[src/rtl/connect_arbiter_pkg.sv]
// Shared constants for the connect arbiter: payload width and arbitration mode encodings.
// Latency: n/a (package only).
// Backpressure: n/a (package only).
package connect_arbiter_pkg;

   localparam int PACKET_WIDTH = 32;

   localparam int ARB_FIXED = 0;   // highest-index requester wins
   localparam int ARB_RR    = 1;   // round-robin starting after the last winner

   // Source-index width: never narrower than one bit, even for tiny channel counts.
   function automatic int id_width(input int n);
      return ($clog2(n) < 1) ? 1 : $clog2(n);
   endfunction

endpackage

[src/rtl/connect_arbiter_fifo.sv]
// Purpose: small generic queue, DEPTH entries (power of two) of WIDTH bits, strict FIFO order.
// Latency: a write is visible at rd_dat the cycle after it is accepted; no write-to-read bypass.
// Backpressure: wr_rdy drops when full (a same-cycle read does not reopen it); rd_dat holds while rd_rdy low.
//
// Ports: core_clk, rst (async active-high), wr_vld/wr_rdy/wr_dat, rd_vld/rd_rdy/rd_dat.
module arb_fifo #(
   parameter int WIDTH = 8,
   parameter int DEPTH = 2
) (
   input  logic             core_clk,
   input  logic             rst,
   input  logic             wr_vld,
   output logic             wr_rdy,
   input  logic [WIDTH-1:0] wr_dat,
   output logic             rd_vld,
   input  logic             rd_rdy,
   output logic [WIDTH-1:0] rd_dat
);

   localparam int PTR_W = $clog2(DEPTH);
   localparam logic [PTR_W:0] FULL_COUNT = (PTR_W + 1)'(DEPTH);

   logic [WIDTH-1:0] mem [DEPTH];
   logic [PTR_W-1:0] wr_ptr;
   logic [PTR_W-1:0] rd_ptr;
   logic [PTR_W:0]   count;
   logic             wr_fire;
   logic             rd_fire;

   // Readiness depends only on the registered count, so no downstream ready reaches upstream.
   assign wr_rdy  = (count != FULL_COUNT);
   assign rd_vld  = (count != '0);
   assign wr_fire = wr_vld && wr_rdy;
   assign rd_fire = rd_vld && rd_rdy;

   // Empty queue presents zeros rather than stale storage.
   assign rd_dat  = rd_vld ? mem[rd_ptr] : '0;

   always_ff @(posedge core_clk or posedge rst) begin
      if (rst) begin
         wr_ptr <= '0;
         rd_ptr <= '0;
         count  <= '0;
      end else begin
         if (wr_fire) wr_ptr <= wr_ptr + 1'b1;
         if (rd_fire) rd_ptr <= rd_ptr + 1'b1;
         if (wr_fire && !rd_fire) begin
            count <= count + 1'b1;
         end else if (rd_fire && !wr_fire) begin
            count <= count - 1'b1;
         end
      end
   end

   // Storage needs no reset: entries are only observable while counted.
   always_ff @(posedge core_clk) begin
      if (wr_fire) mem[wr_ptr] <= wr_dat;
   end

endmodule

[src/rtl/connect_arbiter.sv]
// Purpose: N-channel valid/ready arbiter (fixed or round-robin) feeding a small output queue tagged with source id.
// Latency: one cycle from acceptance to SEND_VALID; no input-to-output bypass.
// Backpressure: RECEIVE_READY drops while the queue is full or RST is high; SEND_DATA/SEND_ID hold until SEND_READY.
//
// Ports: CLK, RST (async active-high); RECEIVE_VALID/READY/DATA per channel (channel i at
// bits [DATA_WIDTH*(i+1)-1 -: DATA_WIDTH]); SEND_VALID/READY/DATA/ID for the queue head.
module connect_arbiter
   import connect_arbiter_pkg::*;
#(
   parameter int  DATA_WIDTH  = PACKET_WIDTH,
   parameter int  CONNECT_NUM = 3,
   parameter int  ARB_MODE    = ARB_FIXED,
   parameter int  FIFO_DEPTH  = 2,
   localparam int ID_WIDTH    = id_width(CONNECT_NUM)
) (
   input  logic                              CLK,
   input  logic                              RST,
   input  logic [CONNECT_NUM-1:0]            RECEIVE_VALID,
   output logic [CONNECT_NUM-1:0]            RECEIVE_READY,
   input  logic [DATA_WIDTH*CONNECT_NUM-1:0] RECEIVE_DATA,
   output logic                              SEND_VALID,
   input  logic                              SEND_READY,
   output logic [DATA_WIDTH-1:0]             SEND_DATA,
   output logic [ID_WIDTH-1:0]               SEND_ID
);

   logic [ID_WIDTH-1:0]            last_grant;
   logic [ID_WIDTH-1:0]            winner;
   logic                           found;
   logic                           accept;
   logic                           fifo_wr_rdy;
   logic [ID_WIDTH+DATA_WIDTH-1:0] fifo_wr_dat;
   logic [ID_WIDTH+DATA_WIDTH-1:0] fifo_rd_dat;

   // Winner selection uses only request lines and registered state.
   always_comb begin : arbitrate
      int idx;
      found  = 1'b0;
      winner = '0;
      idx    = 0;
      if (ARB_MODE == ARB_RR) begin
         // Search starts one past the last winner and wraps; first hit wins.
         for (int k = 1; k <= CONNECT_NUM; k++) begin
            idx = int'(last_grant) + k;
            if (idx >= CONNECT_NUM) idx = idx - CONNECT_NUM;
            if (!found && RECEIVE_VALID[idx]) begin
               found  = 1'b1;
               winner = ID_WIDTH'(idx);
            end
         end
      end else begin
         // Later (higher) indices overwrite earlier ones.
         for (int i = 0; i < CONNECT_NUM; i++) begin
            if (RECEIVE_VALID[i]) begin
               found  = 1'b1;
               winner = ID_WIDTH'(i);
            end
         end
      end
   end

   // Grant is withheld during reset so nothing in flight is taken.
   assign accept = found && fifo_wr_rdy && !RST;

   always_comb begin
      RECEIVE_READY = '0;
      if (accept) RECEIVE_READY[winner] = 1'b1;
   end

   assign fifo_wr_dat = {winner, RECEIVE_DATA[DATA_WIDTH*int'(winner) +: DATA_WIDTH]};

   // Reset to the top index so channel 0 is first in round-robin order.
   always_ff @(posedge CLK or posedge RST) begin
      if (RST) begin
         last_grant <= ID_WIDTH'(CONNECT_NUM - 1);
      end else if (accept) begin
         last_grant <= winner;
      end
   end

   arb_fifo #(
      .WIDTH (ID_WIDTH + DATA_WIDTH),
      .DEPTH (FIFO_DEPTH)
   ) u_fifo (
      .core_clk (CLK),
      .rst      (RST),
      .wr_vld   (accept),
      .wr_rdy   (fifo_wr_rdy),
      .wr_dat   (fifo_wr_dat),
      .rd_vld   (SEND_VALID),
      .rd_rdy   (SEND_READY),
      .rd_dat   (fifo_rd_dat)
   );

   assign {SEND_ID, SEND_DATA} = fifo_rd_dat;

endmodule
[config.mk]
export PLATFORM = sky130hd
export DESIGN_NAME = connect_arbiter
export DESIGN_NICKNAME = d
export VERILOG_FILES = /design/src/rtl/connect_arbiter_pkg.sv /design/src/rtl/connect_arbiter_fifo.sv /design/src/rtl/connect_arbiter.sv
export SDC_FILE = /design/constraint.sdc
export NUM_CORES = 1
export LEC_CHECK = 0
export ABC_AREA = 0
export BUFFER_PORTS_ARGS = -buffer_cell sky130_fd_sc_hd__buf_2
export CORE_AREA = 4 4 117 119
export CTS_CLUSTER_SIZE = 28
export DETAILED_ROUTE_END_ITERATION = 8
export DIE_AREA = 0 0 121 123
export GPL_TIMING_DRIVEN = 0
export PLACE_DENSITY = 0.6
export SYNTH_ARGS = -nofsm -noshare
export SYNTH_HDL_FRONTEND = slang
export SYNTH_SLANG_ARGS = --single-unit
[constraint.sdc]
create_clock -name CLK -period 6.25 [get_ports CLK]
set_input_delay 0.9375 -clock CLK [delete_from_list [all_inputs] [get_ports CLK]]
set_output_delay 0.9375 -clock CLK [all_outputs]
set_load 0.01 [all_outputs]
## Yosys cells after proc, flatten, opt, wreduce, memory -nomap -nowiden

Memories as Yosys holds them, arrays and structs flattened.
Cells that the tools add are included.

| storage, ports and cells | value |
|---|---|
| register bits after elaboration | 4 |
| memory bits (writable) | 68 |
| input port bits | 102 |
| word-level logic and storage cells | 37 |
| memories kept | 1 |

Memories:

| memory | depth | width | read ports | clocked after memory_dff | wr ports | RTL line | text |
|---|---|---|---|---|---|---|---|
| u_fifo.mem | 2 | 34 | 1 | 0 | 1 | connect_arbiter_fifo.sv:23 | `logic [WIDTH-1:0] mem [DEPTH];` |

| cells by class | value |
|---|---|
| add/sub/neg operators | 4 |
| order comparisons | 2 |
| eq/ne operators | 1 |
| shifts and indexed selects | 1 |
| mux-type cells | 13 |
| reductions and logical operators | 12 |

Operators by type and width:

| kind | count |
|---|---|
| 96-bit by 8-bit variable part select with 32-bit output | 1 |
| 34-bit 2-to-1 mux | 1 |
| 1-bit logical AND | 7 |
| 1-bit 2-to-1 mux | 7 |
| 2-bit 2-to-1 mux | 3 |
| 2-bit nonzero test | 2 |
| 1-bit logical NOT | 3 |
| 2-bit by 3-bit less-than comparator with 1-bit output (second input constant) | 1 |
| 3-bit 2-to-1 mux | 1 |
| 1-bit adder (second input constant) | 2 |
| 2-bit by 1-bit adder with 2-bit output (second input constant) | 1 |
| 1-bit demux with 2-bit select | 1 |
| 2-bit by 1-bit greater-or-equal comparator with 1-bit output (second input constant) | 1 |
| 2-bit inequality test (second input constant) | 1 |
| 2-bit by 1-bit subtractor with 2-bit output (second input constant) | 1 |

## Depth between registers and ports, before layout

| depth | value |
|---|---|
| depth after elaboration | 10 |
| gate-level depth with buffers | 7 |

## By module

From an unflattened synthesis, not the netlist that was laid out.

| unflattened totals | value |
|---|---|
| cell total of the unflattened synthesis | 279 |
| area total of the unflattened synthesis | 3,559.7 sq um |

Modules (own cells, without submodules):

| module | instances | cells each | area an instance (sq um) |
|---|---|---|---|
| arb_fifo | 1 | 163 | 2,795.2 |
| connect_arbiter | 1 | 116 | 764.5 |

## Worst setup path before layout

OpenSTA, ideal clock, no wires.

| path | value |
|---|---|
| kind | input to register |
| from | input port RECEIVE_VALID[1] |
| to | memory u_fifo.mem[0][0] (netlist bit), enable pin |
| library setup time | 511 ps |
| data arrival time | 4,410 ps |
| data required time | 5,739 ps |
| setup slack | 1,329 ps |
| cell stages on the path | 3 |
| cell sequence | buf_4 -> nor3_2 -> nor4_1 |

| on the way | value |
|---|---|
| word-level cells in the longest chain between the ends | 7 |

Ends and longest elaborated chain:

| what | RTL line | text |
|---|---|---|
| start, declared | connect_arbiter.sv:18 | `input logic [CONNECT_NUM-1:0] RECEIVE_VALID,` |
| 1-bit 2-to-1 mux (2 in a row) | connect_arbiter.sv:54 | `if (RECEIVE_VALID[i]) begin` |
| 1-bit logical AND (2 in a row) | connect_arbiter.sv:63 | `assign accept = found && fifo_wr_rdy && !RST;` |
| 1-bit logical AND | connect_arbiter_fifo.sv:33 | `assign wr_fire = wr_vld && wr_rdy;` |
| 1-bit 2-to-1 mux | connect_arbiter_fifo.sv:57 | `if (wr_fire) mem[wr_ptr] <= wr_dat;` |
| 1-bit 2-to-1 mux (not written as such) | connect_arbiter_fifo.sv:57 |  |
| end, declared | connect_arbiter_fifo.sv:23 |  |

No other way between the ends.

## Worst setup path in the final report

| path | value |
|---|---|
| from | input port RECEIVE_VALID[2] |
| to | output port RECEIVE_READY[1] |

| on the way | value |
|---|---|
| word-level cells in the longest chain between the ends | 6 |
| elaborated cells between the ends (all ways) | 10 |

Ends and longest elaborated chain:

| what | RTL line | text |
|---|---|---|
| 2-bit 2-to-1 mux * | connect_arbiter.sv:54 |  |
| named net fifo_wr_dat[32] | connect_arbiter.sv:32 | `logic [ID_WIDTH+DATA_WIDTH-1:0] fifo_wr_dat;` |
| 2-bit by 3-bit less-than comparator with 1-bit output (not written as such) / 2-bit by 1-bit greater-or-equal comparator with 1-bit output (equally long branches) | connect_arbiter.sv:67 | `if (accept) RECEIVE_READY[winner] = 1'b1;` |
| 1-bit logical AND (not written as such) | connect_arbiter.sv:67 |  |
| 1-bit 2-to-1 mux (not written as such) | connect_arbiter.sv:67 |  |
| 1-bit demux with 2-bit select * | connect_arbiter.sv:67 |  |
| 3-bit 2-to-1 mux * | connect_arbiter.sv:67 |  |
| end, declared | connect_arbiter.sv:19 | `output logic [CONNECT_NUM-1:0] RECEIVE_READY,` |

The timed path passes the listed nets; every way through them passes the cells marked *.

==> results by group <==
Outcome
  – Status: complete, no violations

GRT
  – Largest net degree at the start of global routing: 35
  – Global route overflow: 0
  – Gr busiest metal: met2
  – Met2 usage: 21.40%
  – Vias in the first global route: 2693
  – First-pass GRT wire length: 13880 um
  – Initial antenna violation count: 0
  – GRT met3 Usage: 2.882%
  – Met1 usage: 15.19%
  – GRT Overall Usage: 12.53%

Route
  – Detailed-route via count: 2610
  – Routed len/inst: 15.45 um
  – DRT Wirelength: 9332 um
  – Antenna viol nets, final: 0
  – DRC viols: 0
  – TritonRoute pass-1 iters: 4
  – Vias per cell: 4.321
  – Initial drt markers: 71

Critical path
  – Worst r2r src: u_fifo.count[1]
  – FF-to-FF End: u_fifo.mem[0][17]
  – FF-to-FF path depth: 4
  – CP Launch Type: input port
  – Crit Path Class: in -> out
  – Worst setup EP type: output port
  – CP arrival: 2.00 ns
  – Crit path max fanout: 10
  – Internal reg-to-reg setup slack: 4.09 ns
  – Required time worst endpoint: 5.31 ns

Layout
  – Antenna Cells: 0
  – Fin area: 4718 sq um
  – Layout Utilization: 37.54%
  – FILL cells: 1245
  – Layout Area Growth over Synthesis: 35.26%
  – Final layout net count: 530
  – Layout cells sized above 1: 41.67%
  – Multi-input logic area: 1227 sq um
  – Register Area: 2142 sq um

STA
  – Skew final: 0.003481 ns
  – Final worst slack: 3.308 ns
  – Post-layout minimum cycle time: 2.942 ns
  – Setup violators final: 0
  – Max Slew Vio Count: 0
  – Rel. slew slack: 39.44%
  – F_max: 339.9 MHz
  – Worst hold slack: 0.5160 ns
  – Final worst-path cycle share: 47.07%
  – Actual slew at the worst max-slew pin: 0.9009 ns
  – RSZ-0062 raised after global routing: false
  – Hold violation count in the final report: 0

Floorplanning
  – Initial Util: 27.76%
  – Num rows: 41
  – Die height: 123 um
  – I/O pin count: 140
  – Die width: 121 um
  – DIE AREA: 14880 sq um
  – Core ar.: 12570 sq um

Clock tree
  – TritonCTS clock tree: done
  – Postcts setup bufs: 0
  – Root buffer cell: clkbuf_16
  – Max clock buf depth: 2
  – H-tree depth: 3
  – Worst skew pair latency: 0.33 ns
  – Sink Count: 72
  – Num CTS Buffers: 9
  – Hold-fix buffers, CTS: 0
  – CTS resizes: 0
  – Reg clk slew, reported paths: 0.06 ns

Synthesis
  – Mapped Cells: 274
  – Top-area cell type share of the netlist area: 58.54%
  – Synth Register Bits: 72
  – Mean post-synth cell area: 12.73 sq um
  – Largest family of logic cells by synthesized area: multiplexers
  – Area contributors post-synth: edfxtp_1, mux2i_1, o21ai_0
  – Compound-cell area share of the yosys netlist: 4.591%
  – Post-synthesis net count: 377
  – Post-synthesis adder-cell area fraction: 0.3587%
  – Simple-gate portion of the synthesized area: 9.864%
  – Multiplexer share of the synthesized area: 18.94%
  – Post-synth top area cell: edfxtp_1
  – Ys Warns: 0
  – Sequential area share after synthesis: 61.41%
  – Post-Synth XOR/XNOR Area: 1.255%
  – Yosys cell types: 24
  – Cell area after synthesis: 3488 sq um

Power and ir drop
  – Power Internal: 0.001251 W
  – Leak: 2.115 nW
  – Switching portion of total power: 33.55%
  – Power, Total: 0.001883 W
  – Clk pwr share: 26.1%
  – Switching Power: 0.0006317 W
  – Flop pwr share: 36.6%
  – Worst VDD drop: 0.1085 mV
  – Combinational group share of total power: 37.3%
  – Pwr dens: 399.0 nW/um^2

Worst hold path
  – Worst Min Path Start: u_fifo.count[1]
  – WHS Path Cells: 1
  – Hold Crit Class: reg -> reg
  – Min-Delay Endpoint: u_fifo.count[1]

Placement
  – Dpl ws: 3.308 ns
  – DP Area: 4431 sq um
  – Gpl congestion: 0.7327
  – Dpl hpwl: 6936 um
  – PortBufs: 138

Job
  – Max Cap Viol: 0
[cells by family (layout without fill, tap and decap cells)]
logic type / count (synthesis) / count (layout)
flops: 72 / 72
xor+xnor: 5 / 5
buf+inv: 20 / 178
compound gates: 32 / 32
fa+ha+maj: 1 / 1
simple gates: 78 / 78
mux: 66 / 66
[cell usage after synthesis]
| cell | count |
|---|---|
| nor2_2 | 1 |
| nor3b_1 | 1 |
| edfxtp_1 | 68 |
| nor3_2 | 1 |
| dfrtp_1 | 4 |
| inv_2 | 1 |
| inv_1 | 1 |
| nor2b_2 | 1 |
| nor3_4 | 1 |
| nand2_1 | 33 |
| clkbuf_1 | 3 |
| mux2i_1 | 66 |
| o21ai_0 | 32 |
| nor2_1 | 35 |
| ha_1 | 1 |
| buf_4 | 5 |
| nor4_1 | 1 |
| nor2b_1 | 1 |
| xnor2_1 | 2 |
| and2_2 | 2 |
| nor3b_2 | 1 |
| xor2_1 | 3 |
| buf_2 | 7 |
| buf_6 | 3 |
[how the worst max path moves through the flow]
stage	startpoint	end	depth (start not counted)	slack, ns
detailed placement	RECEIVE_VALID[2]	RECEIVE_READY[1]	5	3.31
finish	RECEIVE_VALID[2]	RECEIVE_READY[1]	5	3.31
CTS	RECEIVE_VALID[2]	RECEIVE_READY[1]	5	3.31
global placement	RST	u_fifo.mem[0][22]	2	-0.92
floorplan	RECEIVE_VALID[1]	u_fifo.mem[0][0]	3	1.33
global route	RECEIVE_VALID[2]	RECEIVE_READY[1]	5	3.26
[registers in the layout, indices dropped and copies added (netlist names)]
register and count:
u_fifo.count 2, u_fifo.mem 68, u_fifo.rd_ptr 1, u_fifo.wr_ptr 1
[critical path, cell delays in order]
cell     delay (ns)
buf_2          0.15
buf_2          0.21
nor2b_1        0.24
nor3b_1        0.28
buf_2          0.18
[metrics by stage]
step / setup TNS, ns / std cells
4_1_cts: 0 / 604
5_1_grt: 0 / 604
2_1_floorplan: 0 / 274
3_5_place_dp: 0 / 588
3_3_place_gp: -31.12 / 584
6_report: 0 / 604
[routing by layer]
layer | up-vias | wire, um | share of wire, %
met3 | 13 | 527 | 5.6
met4 | 0 | 191 | 2.0
met2 | 88 | 4579 | 49
met1 | 1209 | 4034 | 43
li1 | 1300 | - | -
met5 | - | 0 | 0
[power groups by stage]
stage	logic [W]	registers, W	clock network (W)
2_1_floorplan	0.000431	0.000698	0
3_3_place_gp	0.000700	0.000706	0
3_5_place_dp	0.000725	0.000701	0
4_1_cts	0.000727	0.000691	0.000502
5_1_grt	0.000778	0.000701	0.000524
6_report	0.000702	0.000690	0.000491
[layout make-up]
type,instances,share of cell area [%]
Sequential cell,72,45.40
Multi-Input combinational cell,182,26.01
Inverter,2,0.1591
Clock inverter,7,1.326
Buffer,18,2.493
Clock buffer,9,4.773
Timing Repair Buffer,142,15.27
Tap cell,172,4.561
[cell usage in the layout (no fill, tap or decap), types with 2 or more instances in the layout]
cell / synthesis / final
edfxtp_1: 68 / 68
clkinvlp_4: 0 / 2
buf_6: 3 / 3
buf_4: 5 / 9
clkbuf_16: 0 / 9
clkinv_2: 0 / 2
xnor2_1: 2 / 2
and2_2: 2 / 2
clkbuf_1: 3 / 3
xor2_1: 3 / 3
mux2i_1: 66 / 66
o21ai_0: 32 / 32
nand2_1: 33 / 33
clkinv_1: 0 / 2
dfrtp_1: 4 / 4
buf_2: 7 / 145
nor2_1: 35 / 35
No activity file was read; power rests on OpenSTA's default activity.
